<file path="config.mk">
export PLATFORM = sky130hd
export DESIGN_NAME = ballot_session_arbiter_flat
export DESIGN_NICKNAME = d
export VERILOG_FILES = /design/src/rtl/ballot_session_arbiter_if.sv /design/src/rtl/ballot_session_arbiter.sv /design/src/flat_wrapper.sv
export SDC_FILE = /design/constraint.sdc
export NUM_CORES = 1
export LEC_CHECK = 0
export BUFFER_PORTS_ARGS = -buffer_cell sky130_fd_sc_hd__buf_4
export CELL_PAD_IN_SITES_DETAIL_PLACEMENT = 1
export CELL_PAD_IN_SITES_GLOBAL_PLACEMENT = 2
export CORE_MARGIN = 5
export CORE_UTILIZATION = 32
export DETAILED_ROUTE_END_ITERATION = 10
export GPL_TIMING_DRIVEN = 0
export MAX_ROUTING_LAYER = met4
export PLACE_DENSITY = 0.89
export SLEW_MARGIN = 5
export SYNTH_ARGS = -nofsm -noshare
export SYNTH_HDL_FRONTEND = slang
export SYNTH_SLANG_ARGS = --single-unit
</file>
<file path="constraint.sdc">
create_clock -name clock -period 3.1 [get_ports clock]
set_input_delay 0.62 -clock clock [delete_from_list [all_inputs] [get_ports clock]]
set_output_delay 0.62 -clock clock [all_outputs]
set_load 0.05 [all_outputs]
</file>
<file path="src/rtl/ballot_session_arbiter_if.sv">
`default_nettype none
// +--------------------------------------------------------------------------+
// | Module   : ballot_session_arbiter_if                                     |
// | Purpose  : Bundles the terminal-side and core-side signals of the ballot |
// |            session arbiter.                                              |
// |            slave  : seen by the arbiter (terminal/core inputs in,        |
// |                     grant, core strobes and session status out)          |
// |            master : seen by the terminals/core environment               |
// | Ports    : req, term_valid, term_digit, term_confirm, term_cancel,       |
// |            core_done, core_kind -> arbiter                               |
// |            grant, busy, core_reset, core_valid, core_digit, core_confirm,|
// |            digit_count, session_done, session_abort, abort_cause,        |
// |            last_term, last_kind <- arbiter                               |
// | Revision : 1.0 - initial release                                         |
// +--------------------------------------------------------------------------+
interface ballot_session_arbiter_if #(
  parameter int N_TERM = 4
);
  logic [N_TERM-1:0]   req;
  logic [N_TERM-1:0]   term_valid;
  logic [4*N_TERM-1:0] term_digit;
  logic [N_TERM-1:0]   term_confirm;
  logic [N_TERM-1:0]   term_cancel;
  logic                core_done;
  logic [1:0]          core_kind;

  logic [N_TERM-1:0]   grant;
  logic                busy;
  logic                core_reset;
  logic                core_valid;
  logic [3:0]          core_digit;
  logic                core_confirm;
  logic [2:0]          digit_count;
  logic                session_done;
  logic                session_abort;
  logic                abort_cause;
  logic [2:0]          last_term;
  logic [1:0]          last_kind;

  modport slave (
    input  req, term_valid, term_digit, term_confirm, term_cancel,
           core_done, core_kind,
    output grant, busy, core_reset, core_valid, core_digit, core_confirm,
           digit_count, session_done, session_abort, abort_cause,
           last_term, last_kind
  );

  modport master (
    output req, term_valid, term_digit, term_confirm, term_cancel,
           core_done, core_kind,
    input  grant, busy, core_reset, core_valid, core_digit, core_confirm,
           digit_count, session_done, session_abort, abort_cause,
           last_term, last_kind
  );
endinterface
`default_nettype wire

</file>
<file path="src/rtl/ballot_session_arbiter.sv">
`default_nettype none
// +--------------------------------------------------------------------------+
// | Module   : ballot_session_arbiter                                        |
// | Purpose  : Round-robin arbiter granting one keypad terminal at a time a  |
// |            full voting session (4 digits + confirm) on a shared ballot   |
// |            entry core, with inactivity timeout, cancel and outcome       |
// |            reporting. All outputs are registered.                        |
// | Ports    : clock - system clock                                          |
// |            reset - synchronous, active-high                              |
// |            bus   - ballot_session_arbiter_if.slave (terminal requests,   |
// |                    key strobes, core handshake, session status)          |
// | Revision : 1.0 - initial release                                         |
// +--------------------------------------------------------------------------+
module ballot_session_arbiter #(
  parameter int N_TERM         = 4,
  parameter int TIMEOUT_CYCLES = 1000,
  parameter int TW             = 16
) (
  input wire clock,
  input wire reset,
  ballot_session_arbiter_if.slave bus
);

  localparam logic [TW-1:0]     c_TO_LOAD = TW'(TIMEOUT_CYCLES - 1);
  localparam logic [N_TERM-1:0] c_ONE     = N_TERM'(1);

  typedef enum logic [2:0] {
    S_IDLE      = 3'd0,
    S_START     = 3'd1,
    S_COLLECT   = 3'd2,
    S_CONFIRM   = 3'd3,
    S_WAIT_CORE = 3'd4
  } state_t;

  state_t              r_state;
  logic [N_TERM-1:0]   r_grant;
  logic [2:0]          r_gidx;
  logic [2:0]          r_rr_ptr;
  logic [TW-1:0]       r_cnt;
  logic                r_busy;
  logic                r_core_reset;
  logic                r_core_valid;
  logic [3:0]          r_core_digit;
  logic                r_core_confirm;
  logic [2:0]          r_digit_count;
  logic                r_session_done;
  logic                r_session_abort;
  logic                r_abort_cause;
  logic [2:0]          r_last_term;
  logic [1:0]          r_last_kind;

  // Round-robin pick: rotate the request vector so rr_ptr sits at bit 0,
  // take the lowest set bit, then add rr_ptr back modulo N_TERM.
  logic [2*N_TERM-1:0] w_req_rot;
  logic [2:0]          w_off;
  logic [3:0]          w_sum;
  logic [2:0]          w_sel;
  logic                w_any;

  always_comb begin
    w_req_rot = {bus.req, bus.req} >> r_rr_ptr;
    w_off     = 3'd0;
    for (int k = N_TERM - 1; k >= 0; k--) begin
      if (w_req_rot[k]) w_off = 3'(k);
    end
    w_any = |bus.req;
    w_sum = {1'b0, r_rr_ptr} + {1'b0, w_off};
    w_sel = (w_sum >= 4'(N_TERM)) ? 3'(w_sum - 4'(N_TERM)) : w_sum[2:0];
  end

  // Granted terminal's signals, selected through the one-hot grant.
  logic       w_strobe;
  logic       w_conf;
  logic       w_cancel;
  logic [3:0] w_digit;

  always_comb begin
    w_strobe = |(bus.term_valid   & r_grant);
    w_conf   = |(bus.term_confirm & r_grant);
    w_cancel = |(bus.term_cancel  & r_grant);
    w_digit  = 4'd0;
    for (int i = 0; i < N_TERM; i++) begin
      if (r_grant[i]) w_digit = w_digit | bus.term_digit[4*i +: 4];
    end
  end

  // Per-cycle decisions in priority order: cancel > core_done > strobe > timeout.
  // Only strobes that the current state acts upon count as events; an ignored
  // key neither reloads the counter nor holds off the timeout.
  logic w_active;
  logic w_do_cancel;
  logic w_do_done;
  logic w_event;
  logic w_do_timeout;

  always_comb begin
    w_active     = (r_state == S_COLLECT) || (r_state == S_CONFIRM) ||
                   (r_state == S_WAIT_CORE);
    w_do_cancel  = w_cancel && (w_active || (r_state == S_START));
    w_do_done    = !w_do_cancel && (r_state == S_WAIT_CORE) && bus.core_done;
    w_event      = !w_do_cancel && w_strobe &&
                   (((r_state == S_COLLECT) && !w_conf) ||
                    ((r_state == S_CONFIRM) && w_conf));
    w_do_timeout = w_active && !w_do_cancel && !w_do_done && !w_event &&
                   (r_cnt == '0);
  end

  always_ff @(posedge clock) begin
    if (reset) begin
      r_state         <= S_IDLE;
      r_grant         <= '0;
      r_gidx          <= 3'd0;
      r_rr_ptr        <= 3'd0;
      r_cnt           <= '0;
      r_busy          <= 1'b0;
      r_core_reset    <= 1'b0;
      r_core_valid    <= 1'b0;
      r_core_digit    <= 4'd0;
      r_core_confirm  <= 1'b0;
      r_digit_count   <= 3'd0;
      r_session_done  <= 1'b0;
      r_session_abort <= 1'b0;
      r_abort_cause   <= 1'b0;
      r_last_term     <= 3'd0;
      r_last_kind     <= 2'd0;
    end else begin
      r_core_reset    <= 1'b0;
      r_core_valid    <= 1'b0;
      r_core_digit    <= 4'd0;
      r_core_confirm  <= 1'b0;
      r_session_done  <= 1'b0;
      r_session_abort <= 1'b0;
      r_abort_cause   <= 1'b0;

      if (w_do_cancel || w_do_timeout) begin
        r_session_abort <= 1'b1;
        r_abort_cause   <= w_do_timeout;
        r_core_reset    <= 1'b1;
        r_last_term     <= r_gidx;
        r_grant         <= '0;
        r_busy          <= 1'b0;
        r_digit_count   <= 3'd0;
        r_cnt           <= '0;
        r_state         <= S_IDLE;
      end else if (w_do_done) begin
        r_session_done  <= 1'b1;
        r_last_kind     <= bus.core_kind;
        r_last_term     <= r_gidx;
        r_grant         <= '0;
        r_busy          <= 1'b0;
        r_digit_count   <= 3'd0;
        r_cnt           <= '0;
        r_state         <= S_IDLE;
      end else begin
        case (r_state)
          S_IDLE: begin
            if (w_any) begin
              r_grant      <= c_ONE << w_sel;
              r_gidx       <= w_sel;
              r_busy       <= 1'b1;
              r_rr_ptr     <= (w_sel == 3'(N_TERM - 1)) ? 3'd0 : w_sel + 3'd1;
              // Core clear is visible during the START cycle.
              r_core_reset <= 1'b1;
              r_state      <= S_START;
            end
          end
          S_START: begin
            r_digit_count <= 3'd0;
            r_cnt         <= c_TO_LOAD;
            r_state       <= S_COLLECT;
          end
          S_COLLECT, S_CONFIRM, S_WAIT_CORE: begin
            if (w_event) begin
              r_cnt        <= c_TO_LOAD;
              r_core_valid <= 1'b1;
              if (r_state == S_COLLECT) begin
                r_core_digit  <= w_digit;
                r_digit_count <= r_digit_count + 3'd1;
                if (r_digit_count == 3'd3) r_state <= S_CONFIRM;
              end else begin
                r_core_confirm <= 1'b1;
                r_state        <= S_WAIT_CORE;
              end
            end else begin
              r_cnt <= r_cnt - 1'b1;
            end
          end
          default: r_state <= S_IDLE;
        endcase
      end
    end
  end

  assign bus.grant         = r_grant;
  assign bus.busy          = r_busy;
  assign bus.core_reset    = r_core_reset;
  assign bus.core_valid    = r_core_valid;
  assign bus.core_digit    = r_core_digit;
  assign bus.core_confirm  = r_core_confirm;
  assign bus.digit_count   = r_digit_count;
  assign bus.session_done  = r_session_done;
  assign bus.session_abort = r_session_abort;
  assign bus.abort_cause   = r_abort_cause;
  assign bus.last_term     = r_last_term;
  assign bus.last_kind     = r_last_kind;

endmodule
`default_nettype wire
</file>
<file path="src/flat_wrapper.sv">
// flat-port wrapper written by rule: the top's interface ports become plain ports
module ballot_session_arbiter_flat 
#(
  parameter int N_TERM         = 4,
  parameter int TIMEOUT_CYCLES = 1000,
  parameter int TW             = 16
)
  (clock, reset, bus_req, bus_term_valid, bus_term_digit, bus_term_confirm, bus_term_cancel, bus_core_done, bus_core_kind, bus_grant, bus_busy, bus_core_reset, bus_core_valid, bus_core_digit, bus_core_confirm, bus_digit_count, bus_session_done, bus_session_abort, bus_abort_cause, bus_last_term, bus_last_kind);
  ballot_session_arbiter_if #(.N_TERM(N_TERM)) bus_i ();
  input wire clock;
  input wire reset;
  input wire logic [$bits(bus_i.req)-1:0] bus_req;
  input wire logic [$bits(bus_i.term_valid)-1:0] bus_term_valid;
  input wire logic [$bits(bus_i.term_digit)-1:0] bus_term_digit;
  input wire logic [$bits(bus_i.term_confirm)-1:0] bus_term_confirm;
  input wire logic [$bits(bus_i.term_cancel)-1:0] bus_term_cancel;
  input wire logic [$bits(bus_i.core_done)-1:0] bus_core_done;
  input wire logic [$bits(bus_i.core_kind)-1:0] bus_core_kind;
  output wire logic [$bits(bus_i.grant)-1:0] bus_grant;
  output wire logic [$bits(bus_i.busy)-1:0] bus_busy;
  output wire logic [$bits(bus_i.core_reset)-1:0] bus_core_reset;
  output wire logic [$bits(bus_i.core_valid)-1:0] bus_core_valid;
  output wire logic [$bits(bus_i.core_digit)-1:0] bus_core_digit;
  output wire logic [$bits(bus_i.core_confirm)-1:0] bus_core_confirm;
  output wire logic [$bits(bus_i.digit_count)-1:0] bus_digit_count;
  output wire logic [$bits(bus_i.session_done)-1:0] bus_session_done;
  output wire logic [$bits(bus_i.session_abort)-1:0] bus_session_abort;
  output wire logic [$bits(bus_i.abort_cause)-1:0] bus_abort_cause;
  output wire logic [$bits(bus_i.last_term)-1:0] bus_last_term;
  output wire logic [$bits(bus_i.last_kind)-1:0] bus_last_kind;
  assign bus_i.req = bus_req;
  assign bus_i.term_valid = bus_term_valid;
  assign bus_i.term_digit = bus_term_digit;
  assign bus_i.term_confirm = bus_term_confirm;
  assign bus_i.term_cancel = bus_term_cancel;
  assign bus_i.core_done = bus_core_done;
  assign bus_i.core_kind = bus_core_kind;
  assign bus_grant = bus_i.grant;
  assign bus_busy = bus_i.busy;
  assign bus_core_reset = bus_i.core_reset;
  assign bus_core_valid = bus_i.core_valid;
  assign bus_core_digit = bus_i.core_digit;
  assign bus_core_confirm = bus_i.core_confirm;
  assign bus_digit_count = bus_i.digit_count;
  assign bus_session_done = bus_i.session_done;
  assign bus_session_abort = bus_i.session_abort;
  assign bus_abort_cause = bus_i.abort_cause;
  assign bus_last_term = bus_i.last_term;
  assign bus_last_kind = bus_i.last_kind;
  ballot_session_arbiter #(.N_TERM(N_TERM), .TIMEOUT_CYCLES(TIMEOUT_CYCLES), .TW(TW)) u_core (.clock(clock), .reset(reset), .bus(bus_i));
endmodule
</file>
==> results of run 1 <==
[logic make-up after synthesis]
group | Yosys count
mux | 11
simple gates | 118
flops | 48
xor+xnor | 6
buf+inv | 26
compound gates | 73
fa+ha+maj | 10
[registers in the layout, indices dropped and copies added, names as in the netlist]
signal	flops
u_core.r_state	3
u_core.bus.core_digit	4
u_core.bus.session_abort	1
u_core.bus.digit_count	3
u_core.r_gidx	3
u_core.bus.core_reset	1
u_core.bus.grant	4
u_core.bus.last_term	3
u_core.bus.busy	1
u_core.r_rr_ptr	3
u_core.bus.last_kind	2
u_core.bus.session_done	1
u_core.r_cnt	16
u_core.bus.abort_cause	1
u_core.bus.core_valid	1
u_core.bus.core_confirm	1
[cells in the mapped netlist (all sizes together), types with 3 or more instances]
cell type / instances / area share [%]
nand2b: 3 / 0.73
o21ai: 6 / 1.2
nor2b: 3 / 0.73
inv: 9 / 1.3
a31oi: 6 / 3.2
nand2: 20 / 2.9
nor3b: 3 / 0.88
nor2: 47 / 7.0
nor4: 6 / 1.7
mux2: 3 / 1.3
a21oi: 29 / 7.0
or3: 5 / 1.6
buf: 11 / 3.6
nor3: 4 / 0.78
mux2i: 8 / 3.1
clkbuf: 6 / 0.88
xnor2: 5 / 1.7
dfxtp: 48 / 37
ha: 9 / 4.4
nand3b: 5 / 1.5
a22oi: 16 / 4.7
or2: 3 / 0.73
nand3: 10 / 2.0
[layout by cell type (no fill, tap or decap), types with 3 or more instances in the layout]
master,instances
a31oi_1,3
buf_2,5
mux2i_1,8
nor2_1,46
buf_6,4
or3_1,3
nand2b_1,3
nor2b_1,3
nand3b_1,5
buf_4,60
mux2_2,3
o21ai_0,4
clkbuf_1,7
a21oi_1,20
nor4_1,5
nor3b_1,3
a22oi_1,16
nand3_1,10
a31oi_4,3
nor3_1,4
ha_1,9
a21oi_2,9
clkbuf_8,6
nand2_1,20
inv_1,9
dfxtp_1,48
xnor2_1,5
[layer usage]
metal	share of wire [%]	wire (µm)	track usage [%]
met1	45	3160	18.3
met2	51	3570	26.1
met3	3.2	224	3.02
met4	0.66	46	3.78
met5	0	0	-
[power groups by stage]
stage / Combinational (mW) / Clock [mW] / Sequential (mW)
3_5_place_dp: 1.67 / 0 / 0.886
5_1_grt: 1.84 / 0.423 / 0.898
6_report: 1.66 / 0.391 / 0.869
3_3_place_gp: 1.61 / 0 / 0.874
2_1_floorplan: 1.12 / 0 / 0.990
4_1_cts: 1.68 / 0.401 / 0.871
[through the flow]
| step | utilization [%] | cells | power, mW | worst slack [ns] |
|---|---|---|---|---|
| after floorplan | - | 292 | 2.11 | 0.467 |
| after global placement | 40.4 | 453 | 2.49 | 0.231 |
| after detailed placement | 40.4 | 453 | 2.55 | 0.198 |
| after CTS | 41.5 | 461 | 2.95 | 0.216 |
| after global routing | 41.6 | 461 | 3.16 | 0.0381 |
| final | 41.6 | 461 | 2.92 | 0.364 |
[what timing repair did]
item,in CTS,in global routing
endpoints found under the setup margin,0,1
gates resized for setup,0,2
buffers inserted,0,0
[layout make-up]
| cell class | instances | area [µm²] | area share [%] |
|---|---|---|---|
| Buffer | 17 | 116 | 3.60 |
| Sequential cell | 48 | 961 | 29.8 |
| Clock buffer | 8 | 90.1 | 2.79 |
| Timing Repair Buffer | 59 | 443 | 13.7 |
| Inverter | 9 | 33.8 | 1.05 |
| Tap cell | 102 | 128 | 3.95 |
| Multi-Input combinational cell | 218 | 1460 | 45.1 |
[critical path, delay by kind of cell, from the launching register on]
family | cells | cell delay (ns)
and+or+nand+nor | 4 | 0.46
AOI/OAI and AO/OA | 3 | 0.37
adders and majority gates | 3 | 0.91
muxes | 1 | 0.38
buffers and inverters | 1 | 0.18
DFF | 1 | 0.34
[worst max-delay path by stage]
| stage | to | from | slack, ns | depth (start not counted) |
|---|---|---|---|---|
| finish | u_core.bus.grant[3]$_SDFFE_PP0P_ | u_core.r_rr_ptr[0]$_SDFFE_PP0P_ | 0.36 | 12 |
| global route | u_core.r_cnt[8]$_SDFFE_PP0N_ | u_core.r_cnt[0]$_SDFFE_PP0N_ | 0.04 | 9 |
| CTS | u_core.r_rr_ptr[2]$_SDFFE_PP0P_ | u_core.r_rr_ptr[0]$_SDFFE_PP0P_ | 0.22 | 11 |
| detailed placement | u_core.bus.grant[3]$_SDFFE_PP0P_ | bus_req[3] | 0.20 | 12 |
| global placement | u_core.bus.grant[3]$_SDFFE_PP0P_ | bus_req[3] | 0.23 | 12 |
| floorplan | u_core.bus.grant[3]$_SDFFE_PP0P_ | u_core.r_rr_ptr[0]$_SDFFE_PP0P_ | 0.47 | 12 |
==> impl_metrics.csv, run 1 <==
group,metric,value,unit
yosys,synth_top_family_by_area,"simple AND/OR/NAND/NOR gates",
routing,viasPerCell,5.08,
worst_setup_path,slowest_stage,"fa_1",
worst_setup_path,end_kind,"flip-flop",
clock_network,cts_sinks,48,
clock_network,cts_made_buffers,5,
worst_setup_path,r2r_end,"u_core.bus.grant[3]$_SDFFE_PP0P_",
timing,setup_viol,0,
power_and_ir_drop,clkPwrFrac,13.4,%
worst_setup_path,cpPeakStageDelay,0.47,ns
yosys,ys_types,57,
routing,wl,7010,µm
timing,layout_min_cycle_time,2.74,ns
yosys,ys_ff_latch,48,
routing,drt_iter0_drc,83,
grt,grt.overflow.total,0,
timing,fmax,366,MHz
hold_path,hold_path_class,"reg2reg",
routing,wl_per_cell,15.2,µm
floorplan,core,0.00777,mm²
finish,n_fill_cell,973,
power_and_ir_drop,powerDensity,903,mW/mm²
power_and_ir_drop,switching_share,46.4,%
floorplan,die_h,99.6,µm
yosys,synthMuxAreaShare,4.44,%
hold_path,hold_end,"u_core.bus.busy$_SDFFE_PP0P_",
yosys,synthAdderAreaFrac,5.17,%
timing,rsz0062_at_grt,"no",
finish,nets,405,
clock_network,clock_latency,0.31,ns
timing,slew_headroom,50.7,%
clock_network,cts_tree,"built",
yosys,postSynthNetCount,339,
timing,fin_crit_sh,88.3,%
yosys,synth_simple_gate_area_share,23.2,%
timing,fin_skew,0.00685,ns
place,dpl_cell_area,0.00314,mm²
yosys,syn_area,0.00257,mm²
worst_setup_path,worst-r2r-cell-count,12,
yosys,ys_warn_count,0,
finish,diodes,0,
job,cap_violations,0,
timing,hold_slack,0.469,ns
grt,grt_pass1_wl,12000,µm
yosys,seq_area_frac_synth,37.4,%
worst_setup_path,worstPathRequired,3.31,ns
routing,num_vias,2344,
timing,tns,0,ns
worst_setup_path,cp_max_fo,6,
floorplan,rows,32,
timing,hold_viol,0,
hold_path,hold_path_depth,2,
yosys,synth_edf_count,0,
yosys,synth.avg_cell_area,8.79,µm²
clock_network,holdBufCountCts,0,
routing,dr.pass1.iters,4,
yosys,synth_cells,292,
timing,max_slew.worst_pin.slew,0.738,ns
finish,syn2layout_area_growth,25.8,%
power_and_ir_drop,leakagePower,1.31,nW
routing,remaining_drc_errors,0,
finish,drive_gt1_share,27.9,%
timing,maxSlewViolCount,0,
power_and_ir_drop,p_sw,1.35,mW
clock_network,clk_pin_slew,0.08,ns
routing,ant_nets,0,
place,numPortBuffers,59,
yosys,synth_compound_area_share,21.6,%
finish,fin_area,0.00323,mm²
clock_network,cts_root_buffer,"clkbuf_8",
grt,grt_usage,15.2,%
yosys,async_reset_ff_share,0,%
grt,antenna_found_initial,0,
worst_setup_path,critical_path_class,"reg2reg",
grt,grt_pass1_vias,2509,
grt,grt_max_degree,14,
worst_setup_path,crit_chain,"clkbuf_2, mux2_2, or2_2, a21oi_1, o21bai_1, ha_1, fa_1, ha_1, nand2_1, nor2_1, a21oi_1, nor2_1",
floorplan,top_level_ports,60,
floorplan,fp.dieArea,0.00991,mm²
power_and_ir_drop,ir_worst_vdd,313,µV
power_and_ir_drop,pwr-share-comb,56.8,%
power_and_ir_drop,intPower,1.56,mW
yosys,yosys.area_share.xor_xnor,2.34,%
worst_setup_path,worstPathArrival,2.94,ns
clock_network,h-tree-depth,2,
yosys,ys.flop_type,"dfxtp_1",
hold_path,worstHoldStart,"u_core.bus.busy$_SDFFE_PP0P_",
status,status,"complete, no violations",
worst_setup_path,start_kind,"flip-flop",
floorplan,die_w,99.6,µm
power_and_ir_drop,pwr-share-seq,29.8,%
place,dp_hpwl,5550,µm
place,gp_congestion,0.751,
worst_setup_path,r2r-start,"u_core.r_rr_ptr[0]$_SDFFE_PP0P_",
floorplan,start_util,33.0,%
worst_setup_path,reg2reg_slack,0.36,ns
clock_network,cts_max_path_buffers,2,
Power figures use the tool's default switching activity.
==> inputs of run 2 (changes only) <==
BUFFER_PORTS_ARGS = -buffer_cell sky130_fd_sc_hd__buf_2   (was -buffer_cell sky130_fd_sc_hd__buf_4)
==> run 2 against run 1 <==
Routed wire length shrank 2.2%. Global-route usage shrank 0.35 points. Clock-buffer cell count shrank 3. Fmax shrank 1.4%. Cell area shrank 5.2%. Via count shrank 2.4%. Sequential cell count is the same. First-iteration DRC count grew 11%. Setup slack lost 0.040 ns. Register-to-register slack lost 0.04 ns. Die area is the same. Critical endpoint is now u_core.r_rr_ptr[2]$_SDFFE_PP0P_. Largest power group unchanged.
==> impl_metrics.csv, run 2 (synthesis gave the netlist of run 1 again) <==
group,metric,value,unit
grt,grt_max_degree,13,
floorplan,start_util,33.0,%
power_and_ir_drop,p_sw,1.32,mW
clock_network,clock_latency,0.30,ns
worst_setup_path,start_kind,"flip-flop",
worst_setup_path,cp.depth,11,
timing,fmax,360,MHz
power_and_ir_drop,clkPwrFrac,12.1,%
worst_setup_path,worstPathRequired,3.33,ns
grt,grt_pass1_wl,11700,µm
power_and_ir_drop,intPower,1.49,mW
clock_network,cts_sinks,48,
timing,timing.final.ws_setup,0.324,ns
worst_setup_path,crit_family,"adder cells",
finish,multi_input_comb_area,0.00146,mm²
timing,tns,0,ns
routing,num_vias,2287,
finish,regMostFlops,"u_core.r_cnt",
floorplan,fp.dieArea,0.00991,mm²
power_and_ir_drop,leakagePower,1.27,nW
routing,remaining_drc_errors,0,
routing,dr.pass1.iters,4,
grt,grt_pass1_vias,2469,
timing,max_slew.worst_pin.slew,0.694,ns
routing,ant_nets,0,
floorplan,die_w,99.6,µm
grt,use_met3,2.95,%
routing,drt_iter0_drc,92,
timing,hold_viol,0,
hold_path,hold_path_class,"reg2reg",
clock_network,cts_max_path_buffers,2,
finish,final_util,39.4,%
finish,largest_reg_flops,16,
timing,slew_headroom,53.3,%
finish,nets,405,
floorplan,die_h,99.6,µm
power_and_ir_drop,ir_worst_vdd,300,µV
worst_setup_path,cpPeakStageDelay,0.47,ns
timing,fin_crit_sh,89.5,%
timing,rsz0062_at_grt,"no",
finish,drive_gt1_share,27.8,%
timing,maxSlewViolCount,0,
place,dp_hpwl,5380,µm
power_and_ir_drop,switching_share,47.0,%
place,dp.cells,453,
worst_setup_path,worstPathArrival,3.00,ns
worst_setup_path,worst-r2r-cell-count,11,
finish,syn2layout_area_growth,19.2,%
clock_network,h-tree-depth,2,
routing,viasPerCell,4.99,
clock_network,cts_made_buffers,5,
finish,diodes,0,
grt,gr-usage-met1,17.8,%
clock_network,cts_root_buffer,"clkbuf_8",
finish,mostFrequentLayoutCells,"buf_2, dfxtp_1, nor2_1",
clock_network,cts_tree,"built",
worst_setup_path,path_buf_inv,1,
power_and_ir_drop,pwr-share-seq,30.8,%
grt,grtUsageMet2,25.6,%
grt,antenna_found_initial,0,
grt,busiest_layer,"met2",
grt,grt_usage,14.9,%
finish,seqCellArea,961,µm²
place,dp_slack,0.180,ns
worst_setup_path,cp_max_fo,6,
power_and_ir_drop,pwr-share-comb,57.1,%
floorplan,top_level_ports,60,
floorplan,rows,32,
floorplan,core,0.00777,mm²
place,numPortBuffers,59,
status,status,"complete, no violations",
hold_path,hold_path_depth,2,
job,cap_violations,0,
worst_setup_path,critical_path_class,"reg2reg",
timing,setup_viol,0,
finish,final_common_cell,"buf_2",
worst_setup_path,crit_chain,"clkbuf_2, mux2_2, or2_2, a21oi_1, o21bai_1, ha_1, fa_1, ha_1, nor3_1, a21oi_1, nor2_1",
clock_network,clk_pin_slew,0.08,ns
place,gp_congestion,0.747,
timing,hold_slack,0.463,ns
finish,n_fill_cell,946,
routing,wl_per_cell,15.0,µm
worst_setup_path,end_kind,"flip-flop",
finish,instances_no_fill,458,
power_and_ir_drop,powerDensity,919,mW/mm²
worst_setup_path,slowest_stage,"fa_1",
routing,wl,6850,µm
timing,layout_min_cycle_time,2.78,ns
grt,grt.overflow.total,0,
timing,fin_skew,0.00675,ns
## run 2: cell types whose count changed in the layout (fill, tap and decap cells not counted)
cell,delta
clkbuf_8,-1
buf_4,-59
buf_2,+59
clkbuf_1,-2
## run 2: area by class of cell
class / count / share of cell area (%)
clock buffer: 5 / 2.25
multi-input combinational: 218 / 47.6
sequential: 48 / 31.4
tap: 102 / 4.17
timing repair buffer: 59 / 9.65
buffer: 17 / 3.80
inverter: 9 / 1.10
## run 2: per-stage QoR
step	instance area, µm²	total power, mW
2_1_floorplan	2570	2.11
3_3_place_gp	2990	2.45
3_5_place_dp	2990	2.50
4_1_cts	3060	2.85
5_1_grt	3060	3.07
6_report	3060	2.81
## run 2: metal layers
layer,part of all wire (%),routed length (µm)
met5,0,0
met4,0.95,65
met3,3.0,208
met2,50,3420
met1,46,3160
## run 2: repair_timing
item	4_1_cts	5_1_grt
gates resized for setup	0	2
endpoints found under the setup margin	0	2
hold buffers	0	0
buffers inserted	0	0
## run 2: power by group through the flow
| stage | combinational (mW) | sequential, mW | clock [mW] |
|---|---|---|---|
| 2_1_floorplan | 1.12 | 0.990 | 0 |
| 3_3_place_gp | 1.58 | 0.873 | 0 |
| 3_5_place_dp | 1.62 | 0.882 | 0 |
| 4_1_cts | 1.63 | 0.867 | 0.355 |
| 5_1_grt | 1.80 | 0.892 | 0.377 |
| 6_report | 1.60 | 0.866 | 0.341 |
## run 2: worst min-delay path, cell delays in order (launching register included)
cell     delay [ns]
dfxtp_1        0.32
inv_1          0.06
a21oi_2        0.04
## run 2: worst paths after layout
kind                                   start                         endpoint  slack, ns
min reg2reg     u_core.bus.busy$_SDFFE_PP0P_     u_core.bus.busy$_SDFFE_PP0P_       0.46
max reg2reg  u_core.r_rr_ptr[0]$_SDFFE_PP0P_  u_core.r_rr_ptr[2]$_SDFFE_PP0P_       0.32
max          u_core.r_rr_ptr[0]$_SDFFE_PP0P_  u_core.r_rr_ptr[2]$_SDFFE_PP0P_       0.32
min             u_core.bus.busy$_SDFFE_PP0P_     u_core.bus.busy$_SDFFE_PP0P_       0.46
